**src/rtl/johnson_ptr_counter_pkg.sv**
```systemverilog
// Shared definitions for the Johnson-pointer FIFO path: the legality rule, the
// state-to-code mapping and the pointer update operations.
package johnson_ptr_counter_pkg;

  localparam int JC_MAX_W = 64;

  typedef logic [JC_MAX_W-1:0] jc_word_t;

  typedef enum logic [1:0] {
    PTR_HOLD  = 2'd0,
    PTR_CLEAR = 2'd1,
    PTR_INC   = 2'd2
  } ptr_op_e;

  // A Johnson code has at most one boundary between its run of ones and zeros.
  function automatic logic jc_is_legal(input jc_word_t code, input int jcw);
    int transitions;
    transitions = 0;
    for (int i = 0; i < JC_MAX_W - 1; i++) begin
      if ((i + 1 < jcw) && (code[i] != code[i+1])) begin
        transitions = transitions + 1;
      end else begin
        transitions = transitions + 0;
      end
    end
    return (transitions <= 1);
  endfunction

  function automatic jc_word_t jc_for_state(input int k, input int jcw);
    jc_word_t code;
    code = '0;
    for (int i = 0; i < JC_MAX_W; i++) begin
      if (i < jcw) begin
        code[i] = (k < jcw) ? (i < k) : (i >= k - jcw);
      end else begin
        code[i] = 1'b0;
      end
    end
    return code;
  endfunction

endpackage

```
**src/rtl/johnson_legal_check.sv**
```systemverilog
// Combinational Johnson-code legality check for a JCW-bit code.
module johnson_legal_check
  import johnson_ptr_counter_pkg::*;
#(
  parameter int JCW = 8
) (
  input  logic [JCW-1:0] i_code,
  output logic           o_legal
);

  jc_word_t code_ext_s;

  // Zero-extend into the package word; bits above JCW are never inspected.
  always_comb begin
    code_ext_s             = '0;
    code_ext_s[JCW-1:0]    = i_code;
    o_legal                = jc_is_legal(code_ext_s, JCW);
  end

endmodule

```
**src/rtl/johnson_ptr_counter.sv**
```systemverilog
// Johnson FIFO pointer with a parallel binary pointer, peer compare for
// empty/full, and legality monitoring of both the peer and own code.
module johnson_ptr_counter
  import johnson_ptr_counter_pkg::*;
#(
  parameter int JCW   = 8,
  parameter int WIDTH = $clog2(JCW) + 1
) (
  input  logic             i_clk,
  input  logic             i_rst,
  input  logic             i_inc,
  input  logic             i_clear,
  input  logic [JCW-1:0]   i_peer_jc,
  output logic [JCW-1:0]   o_jc,
  output logic [WIDTH-1:0] o_bin,
  output logic [WIDTH-1:0] ow_bin_next,
  output logic             ow_equal,
  output logic             ow_opposite,
  output logic             ow_peer_illegal,
  output logic             o_self_err
);

  localparam int IDX_W = WIDTH - 1;
  localparam logic [IDX_W-1:0] IDX_LAST = IDX_W'(JCW - 1);
  localparam logic [IDX_W-1:0] IDX_ONE  = IDX_W'(1);

  logic [JCW-1:0]   jc_q, jc_d;
  logic [WIDTH-1:0] bin_q, bin_d;
  logic             self_err_q, self_err_d;
  logic [WIDTH-1:0] bin_inc_s;
  logic             peer_legal_s;
  logic             self_legal_s;
  ptr_op_e          op_s;

  johnson_legal_check #(.JCW(JCW)) u_peer_check (
    .i_code  (i_peer_jc),
    .o_legal (peer_legal_s)
  );

  johnson_legal_check #(.JCW(JCW)) u_self_check (
    .i_code  (jc_q),
    .o_legal (self_legal_s)
  );

  // Index wraps at JCW (not a power of two in general); the wrap bit flips there.
  always_comb begin
    if (bin_q[IDX_W-1:0] == IDX_LAST) begin
      bin_inc_s = {~bin_q[WIDTH-1], {IDX_W{1'b0}}};
    end else begin
      bin_inc_s = {bin_q[WIDTH-1], bin_q[IDX_W-1:0] + IDX_ONE};
    end
  end

  // Operation select: clear beats increment beats hold.
  always_comb begin
    if (i_clear) begin
      op_s = PTR_CLEAR;
    end else if (i_inc) begin
      op_s = PTR_INC;
    end else begin
      op_s = PTR_HOLD;
    end
  end

  // Next state: both pointers move from the same operation so they stay in step.
  always_comb begin
    jc_d       = jc_q;
    bin_d      = bin_q;
    self_err_d = self_err_q | ~self_legal_s;
    case (op_s)
      PTR_CLEAR: begin
        jc_d       = '0;
        bin_d      = '0;
        self_err_d = 1'b0;
      end
      PTR_INC: begin
        jc_d  = {jc_q[JCW-2:0], ~jc_q[JCW-1]};
        bin_d = bin_inc_s;
      end
      PTR_HOLD: begin
        jc_d  = jc_q;
        bin_d = bin_q;
      end
      default: begin
        jc_d       = '0;
        bin_d      = '0;
        self_err_d = 1'b0;
      end
    endcase
  end

  // State registers with synchronous reset.
  always_ff @(posedge i_clk) begin
    if (i_rst) begin
      jc_q       <= '0;
      bin_q      <= '0;
      self_err_q <= 1'b0;
    end else begin
      jc_q       <= jc_d;
      bin_q      <= bin_d;
      self_err_q <= self_err_d;
    end
  end

  // States k and k+JCW are bitwise complements, so "opposite" means full.
  always_comb begin
    o_jc            = jc_q;
    o_bin           = bin_q;
    o_self_err      = self_err_q;
    ow_bin_next     = bin_inc_s;
    ow_equal        = (jc_q == i_peer_jc);
    ow_opposite     = (jc_q == ~i_peer_jc);
    ow_peer_illegal = ~peer_legal_s;
  end

endmodule

```
**config.mk**
```make
export PLATFORM = sky130hd
export DESIGN_NAME = johnson_ptr_counter
export DESIGN_NICKNAME = d
export VERILOG_FILES = /design/src/rtl/johnson_ptr_counter_pkg.sv /design/src/rtl/johnson_legal_check.sv /design/src/rtl/johnson_ptr_counter.sv
export SDC_FILE = /design/constraint.sdc
export NUM_CORES = 1
export LEC_CHECK = 0
export ABC_AREA = 1
export CAP_MARGIN = 30
export CORE_AREA = 2 2 83 69
export CTS_CLUSTER_DIAMETER = 40
export CTS_CLUSTER_SIZE = 24
export DETAILED_ROUTE_END_ITERATION = 8
export DIE_AREA = 0 0 85 71
export GPL_TIMING_DRIVEN = 0
export PLACE_DENSITY = 0.58
export SLEW_MARGIN = 0
export SYNTH_ARGS = -nofsm -noshare
export SYNTH_HDL_FRONTEND = slang
export SYNTH_HIERARCHICAL = 1
export SYNTH_SLANG_ARGS = --single-unit
```
**constraint.sdc**
```tcl
create_clock -name i_clk -period 13.6 [get_ports i_clk]
set_input_delay 2.04 -clock i_clk [delete_from_list [all_inputs] [get_ports i_clk]]
set_output_delay 2.04 -clock i_clk [all_outputs]
set_load 0.01 [all_outputs]
```
Word-level counts from Yosys, hierarchy flattened

Cells that the tools add are included.

Register bits: 13
Input port bits: 12
Output and inout bits: 20
Word-level logic and storage cells: 65

Add/sub/neg operators: 13
Order comparisons: 2
Eq/ne operators: 18
Multiplexer cells: 19
Bitwise operators: 7
Reduce and logical (&&, ||, !) cells: 3

Operators by type and width:

| operator                                             | number |
|---|---|
| adder 32 x 2 -> 32 bit, second input constant        | 12 |
| two-way mux 32 bit                                   | 12 |
| <= comparator 32 x 2 -> 1 bit, second input constant | 2 |
| == test 8 bit                                        | 2 |
| case mux 8 bit (2 select lines)                      | 1 |
| != test 1 bit                                        | 14 |
| NOT 8 bit                                            | 1 |
| case mux 4 bit (2 select lines)                      | 1 |
| NOT 1 bit                                            | 5 |
| two-way mux 2 bit                                    | 2 |
| two-way mux 4 bit                                    | 1 |
| OR reduction 2 bit                                   | 2 |
| adder 3 x 1 -> 3 bit, second input constant          | 1 |
| == test 3 bit, second input constant                 | 1 |
| == test 2 bit, second input constant                 | 1 |
| zero test 2 bit                                      | 1 |
| two-way mux 1 bit                                    | 2 |
| bitwise OR 1 bit                                     | 1 |

Logic depth before layout (Yosys ltp)

Depth in word-level cells: 17
Depth in mapped cells: 24
Gate-level depth less buffers: 24

Modules after synthesis

Netlist, hierarchy kept.

By module, submodules not included:

| module              | instances | cells each | area each (um^2) | sequential area each (um^2) |
|---|---|---|---|---|
| johnson_legal_check | 2         | 97         | 479.2            | 0.0 |
| johnson_ptr_counter | 1         | 142        | 810.8            | 260.2 |

Least setup slack after synthesis

OpenSTA, ideal clock, no wires.

Path kind: input to output
From: input port i_peer_jc[2]
To: output port ow_peer_illegal
Arrival time: 5.278 ns
Required time: 11.560 ns
Setup slack: 6.282 ns
Stages on the path: 23
Buffers on the path: 0
Cells stage by stage: inv_1 nand2_1 nand2_1 inv_1 ha_1 nand3b_2 nand2_2 inv_1 ha_1 nand2_1 nand2_1 ha_1 or2_2 and2_1 ha_1 nand2_1 nand2_1 ha_1 or2_2 nand2_1 nand3_1 nor2_1 inv_1

Longest elaborated chain between the ends: 14
Elaborated cells on any way between the ends: 15

Ends and longest elaborated chain:

| what                            | line                          | source |
|---|---|---|
| start, declared                 | johnson_ptr_counter.sv:13     | `input logic [JCW-1:0] i_peer_jc,` |
| != test 1 bit                   | johnson_ptr_counter_pkg.sv:20 | `if ((i + 1 < jcw) && (code[i] != code[i+1])) begin` |
| two-way mux 32 bit              | johnson_ptr_counter_pkg.sv:20 |  |
| adder 32 x 2 -> 32 bit          | johnson_ptr_counter_pkg.sv:21 | `transitions = transitions + 1;` |
| two-way mux 32 bit *            | johnson_ptr_counter_pkg.sv:20 |  |
| adder 32 x 2 -> 32 bit          | johnson_ptr_counter_pkg.sv:21 |  |
| two-way mux 32 bit *            | johnson_ptr_counter_pkg.sv:20 |  |
| adder 32 x 2 -> 32 bit          | johnson_ptr_counter_pkg.sv:21 |  |
| two-way mux 32 bit *            | johnson_ptr_counter_pkg.sv:20 |  |
| adder 32 x 2 -> 32 bit          | johnson_ptr_counter_pkg.sv:21 |  |
| two-way mux 32 bit *            | johnson_ptr_counter_pkg.sv:20 |  |
| adder 32 x 2 -> 32 bit          | johnson_ptr_counter_pkg.sv:21 |  |
| two-way mux 32 bit *            | johnson_ptr_counter_pkg.sv:20 |  |
| <= comparator 32 x 2 -> 1 bit * | johnson_ptr_counter_pkg.sv:26 | `return (transitions <= 1);` |
| net peer_legal_s                | johnson_ptr_counter.sv:31     | `logic peer_legal_s;` |
| NOT 1 bit *                     | johnson_ptr_counter.sv:113    | `ow_peer_illegal = ~peer_legal_s;` |
| end, declared                   | johnson_ptr_counter.sv:19     | `output logic ow_peer_illegal,` |

Mark *: on every way through the listed nets, which the timed path passes. The rest lies on a longest branch.

Worst setup path after layout

Ends and elaborated chain as after synthesis.

==> results.cfg <==
[worst_setup_path]
crit_fanout = 7
worstSetupStartpointType = primary input
cpMostUsedCell = nand2_1
reg2reg_slack_ns = 9.50
r2r_start = o_jc[2]
worst_ep_required_time_ns = 11.56
crit_family = simple AND/OR/NAND/NOR gates
r2r-end = o_self_err
cp-end-kind = output port
cp_data_arrival_time_ns = 6.54
critPathKind = in -> out
path_buf_inv = 6
timing.critical_path.from = i_peer_jc[2]
r2r_cells = 23
critPathMaxStageDelay_ns = 0.55
cpMaxStageDelayCell = clkdlybuf4s50_1

[logic_synthesis]
synth_warnings = 6
synth-edff-count = 0
synthTopCellsByArea = nand2_1, dfxtp_1, inv_1
synth.most_common_cell = nand2_1
synth_cell_types = 22
yosys-top-cells-count = nand2_1, inv_1, nand3_1, nor2_1, dfxtp_1
async_reset_ff_share_pct = 0
seq_area_frac_synth_pct = 14.7
netlist.top_cell.by_area = nand2_1
syn-mean-instance-area_um2 = 5.27
ys.flop_type = dfxtp_1
syn_area_mm2 = 0.00177
synth-seq-cells = 13
postSynthCellCount = 336
synth_top_area_share_pct = 31.0
syn-num-nets = 360

[detailed_routing]
met2_length_mm = 1.61
viasPerCell = 4.46
dr.first_iter.drc_count = 79
drc_errors = 0
firstDrtPassIters = 4
routed_wl_mm = 4.10
drt-wirelength-per-cell_um = 9.40
wl_met3_um = 152
via_count = 1945
top_layer = met4
antenna_left = 0
wl_met1_mm = 2.31

[clocking]
clockRootBuffer = clkbuf_8
cts_buffers = 3
insertion_delay_ns = 0.25
cts_max_level = 1
cts_sinks = 13
clock_path_buffers = 2
cts_tree = done
clkTransAtPathRegs_ns = 0.05
cts-resized-gates = 0
cts_setup_buffers = 0
ctsHoldBuffers = 0

[timing]
clock_skew_ns = 0.00363
timing_worst_slew_pin_value_ns = 0.499
fin_ws_ns = 5.02
hold_viol_final = 0
final.period_utilization_pct = 63.1
hold_ws_ns = 0.458
rsz0062_at_grt = no
slew_headroom_pct = 66.7
finalSetupViolCount = 0
min_period_ns = 8.58
maxSlewViolCount = 0
timing.fmax_ghz = 0.117
fin_setup_tns_ns = 0

[global_route]
first_global_vias = 1772
grt_max_degree = 11
grt_pass1_wl_mm = 7.41
grt_overflow = 0
track_usage_pct = 14.4
grt_antenna_before_repair = 0

[layout]
n_antenna_cell = 0
fin_area_mm2 = 0.00221
fillerInstances = 563
drive_gt1_share_pct = 8.09
syn2layout_area_growth_pct = 24.7
nets = 396

[pwr]
p_leak_nw = 1.17
power.total_uw = 128
ir_worst_vdd_uv = 54.4
cellPowerDensity_mw_per_mm2 = 58.2

[floorplanning]
initial_utilization_pct = 33.7
core-area_mm2 = 0.00526
rows = 24
die_x_um = 85
io_pins = 32
die_h_um = 71
die_area_mm2 = 0.00604

[placed_design]
dp_slack_ns = 5.02
place_hpwl_mm = 3.28
io_buffers = 31
routabilityCongestion = 0.754
place_area_mm2 = 0.00216

[hold_path]
hold_start = o_self_err
min_to = o_self_err
hold_path_depth = 2
hold_class = reg -> reg

[flow_run]
drv_cap = 0

[outcome]
status = finished clean
## flip-flops by register name, indices dropped and copies added, names as in the netlist
signal      cells
o_bin           4
o_self_err      1
o_jc            8
## worst register-to-register path, stage by stage, from the launching register on
cell,delay (ns)
dfxtp_1,0.52
inv_1,0.13
nand2_1,0.08
nand2_1,0.06
inv_1,0.05
ha_1,0.24
nand3b_2,0.24
nand2_2,0.10
inv_1,0.05
ha_1,0.26
nand2_1,0.08
nand2_1,0.07
ha_1,0.28
or2_2,0.32
and2_1,0.17
ha_1,0.28
nand2_1,0.09
nand2_1,0.07
ha_1,0.28
or2_2,0.29
nand2_1,0.07
nand3_1,0.07
nor2_1,0.12
a211oi_1,0.08
## cells by family after synthesis
family / synth area share [%]
xor+xnor: 1.98
flops: 14.7
simple gates: 56.6
buf+inv: 13.4
compound gates: 4.81
fa+ha+maj: 8.49
## layer usage
metal,vias up,track usage [%]
met5,-,0
met4,0,3.53
met3,3,1.98
met2,30,23.0
met1,820,20.6
li1,1092,-
## worst max path at each step
| stage | end | slack [ns] | depth (start not counted) |
|---|---|---|---|
| finish | ow_peer_illegal | 5.02 | 25 |
| global route | ow_peer_illegal | 4.75 | 25 |
| CTS | ow_peer_illegal | 5.01 | 25 |
| detailed placement | ow_peer_illegal | 5.02 | 25 |
| global placement | ow_peer_illegal | 5.05 | 25 |
| floorplan | ow_peer_illegal | 6.28 | 23 |
## through the flow
stage | util [%] | instances
floorplan | - | 336
global placement | 41.1 | 432
detailed placement | 41.1 | 432
CTS | 42.0 | 436
global route | 42.0 | 436
finish | 42.0 | 436
## cell usage in the layout, fill, tap and decap left out, drive strengths merged
master and instances:
clkbuf 4, buf 3, a21oi 14, nand2 154, nand3 37, and2 5, ha 12, dfxtp 13
clkdlybuf4s50 31, inv 57, or2 9, nor2 25, a211oi 1, nand3b 2, xor2 2, xnor2 2
## final cells by class
cell class | count | area [µm²] | area share, %
multi-input cells | 263 | 1270 | 57.7
repair buffers | 31 | 310 | 14.1
flip-flops and latches | 13 | 260 | 11.8
inverters | 57 | 214 | 9.70
well taps | 65 | 81.3 | 3.69
clock buffers | 4 | 45.0 | 2.04
plain buffers | 3 | 22.5 | 1.02
## power by group
part | leakage, nW | switching (mW) | total, mW | internal, mW
Sequential | 0.105 | 0.000655 | 0.0392 | 0.0385
Clock | 0.0228 | 0.0142 | 0.0349 | 0.0207
Combinational | 1.04 | 0.0305 | 0.0544 | 0.0239
Total | 1.17 | 0.0453 | 0.128 | 0.0831
Note: power is estimated with default switching activity, not from simulation.
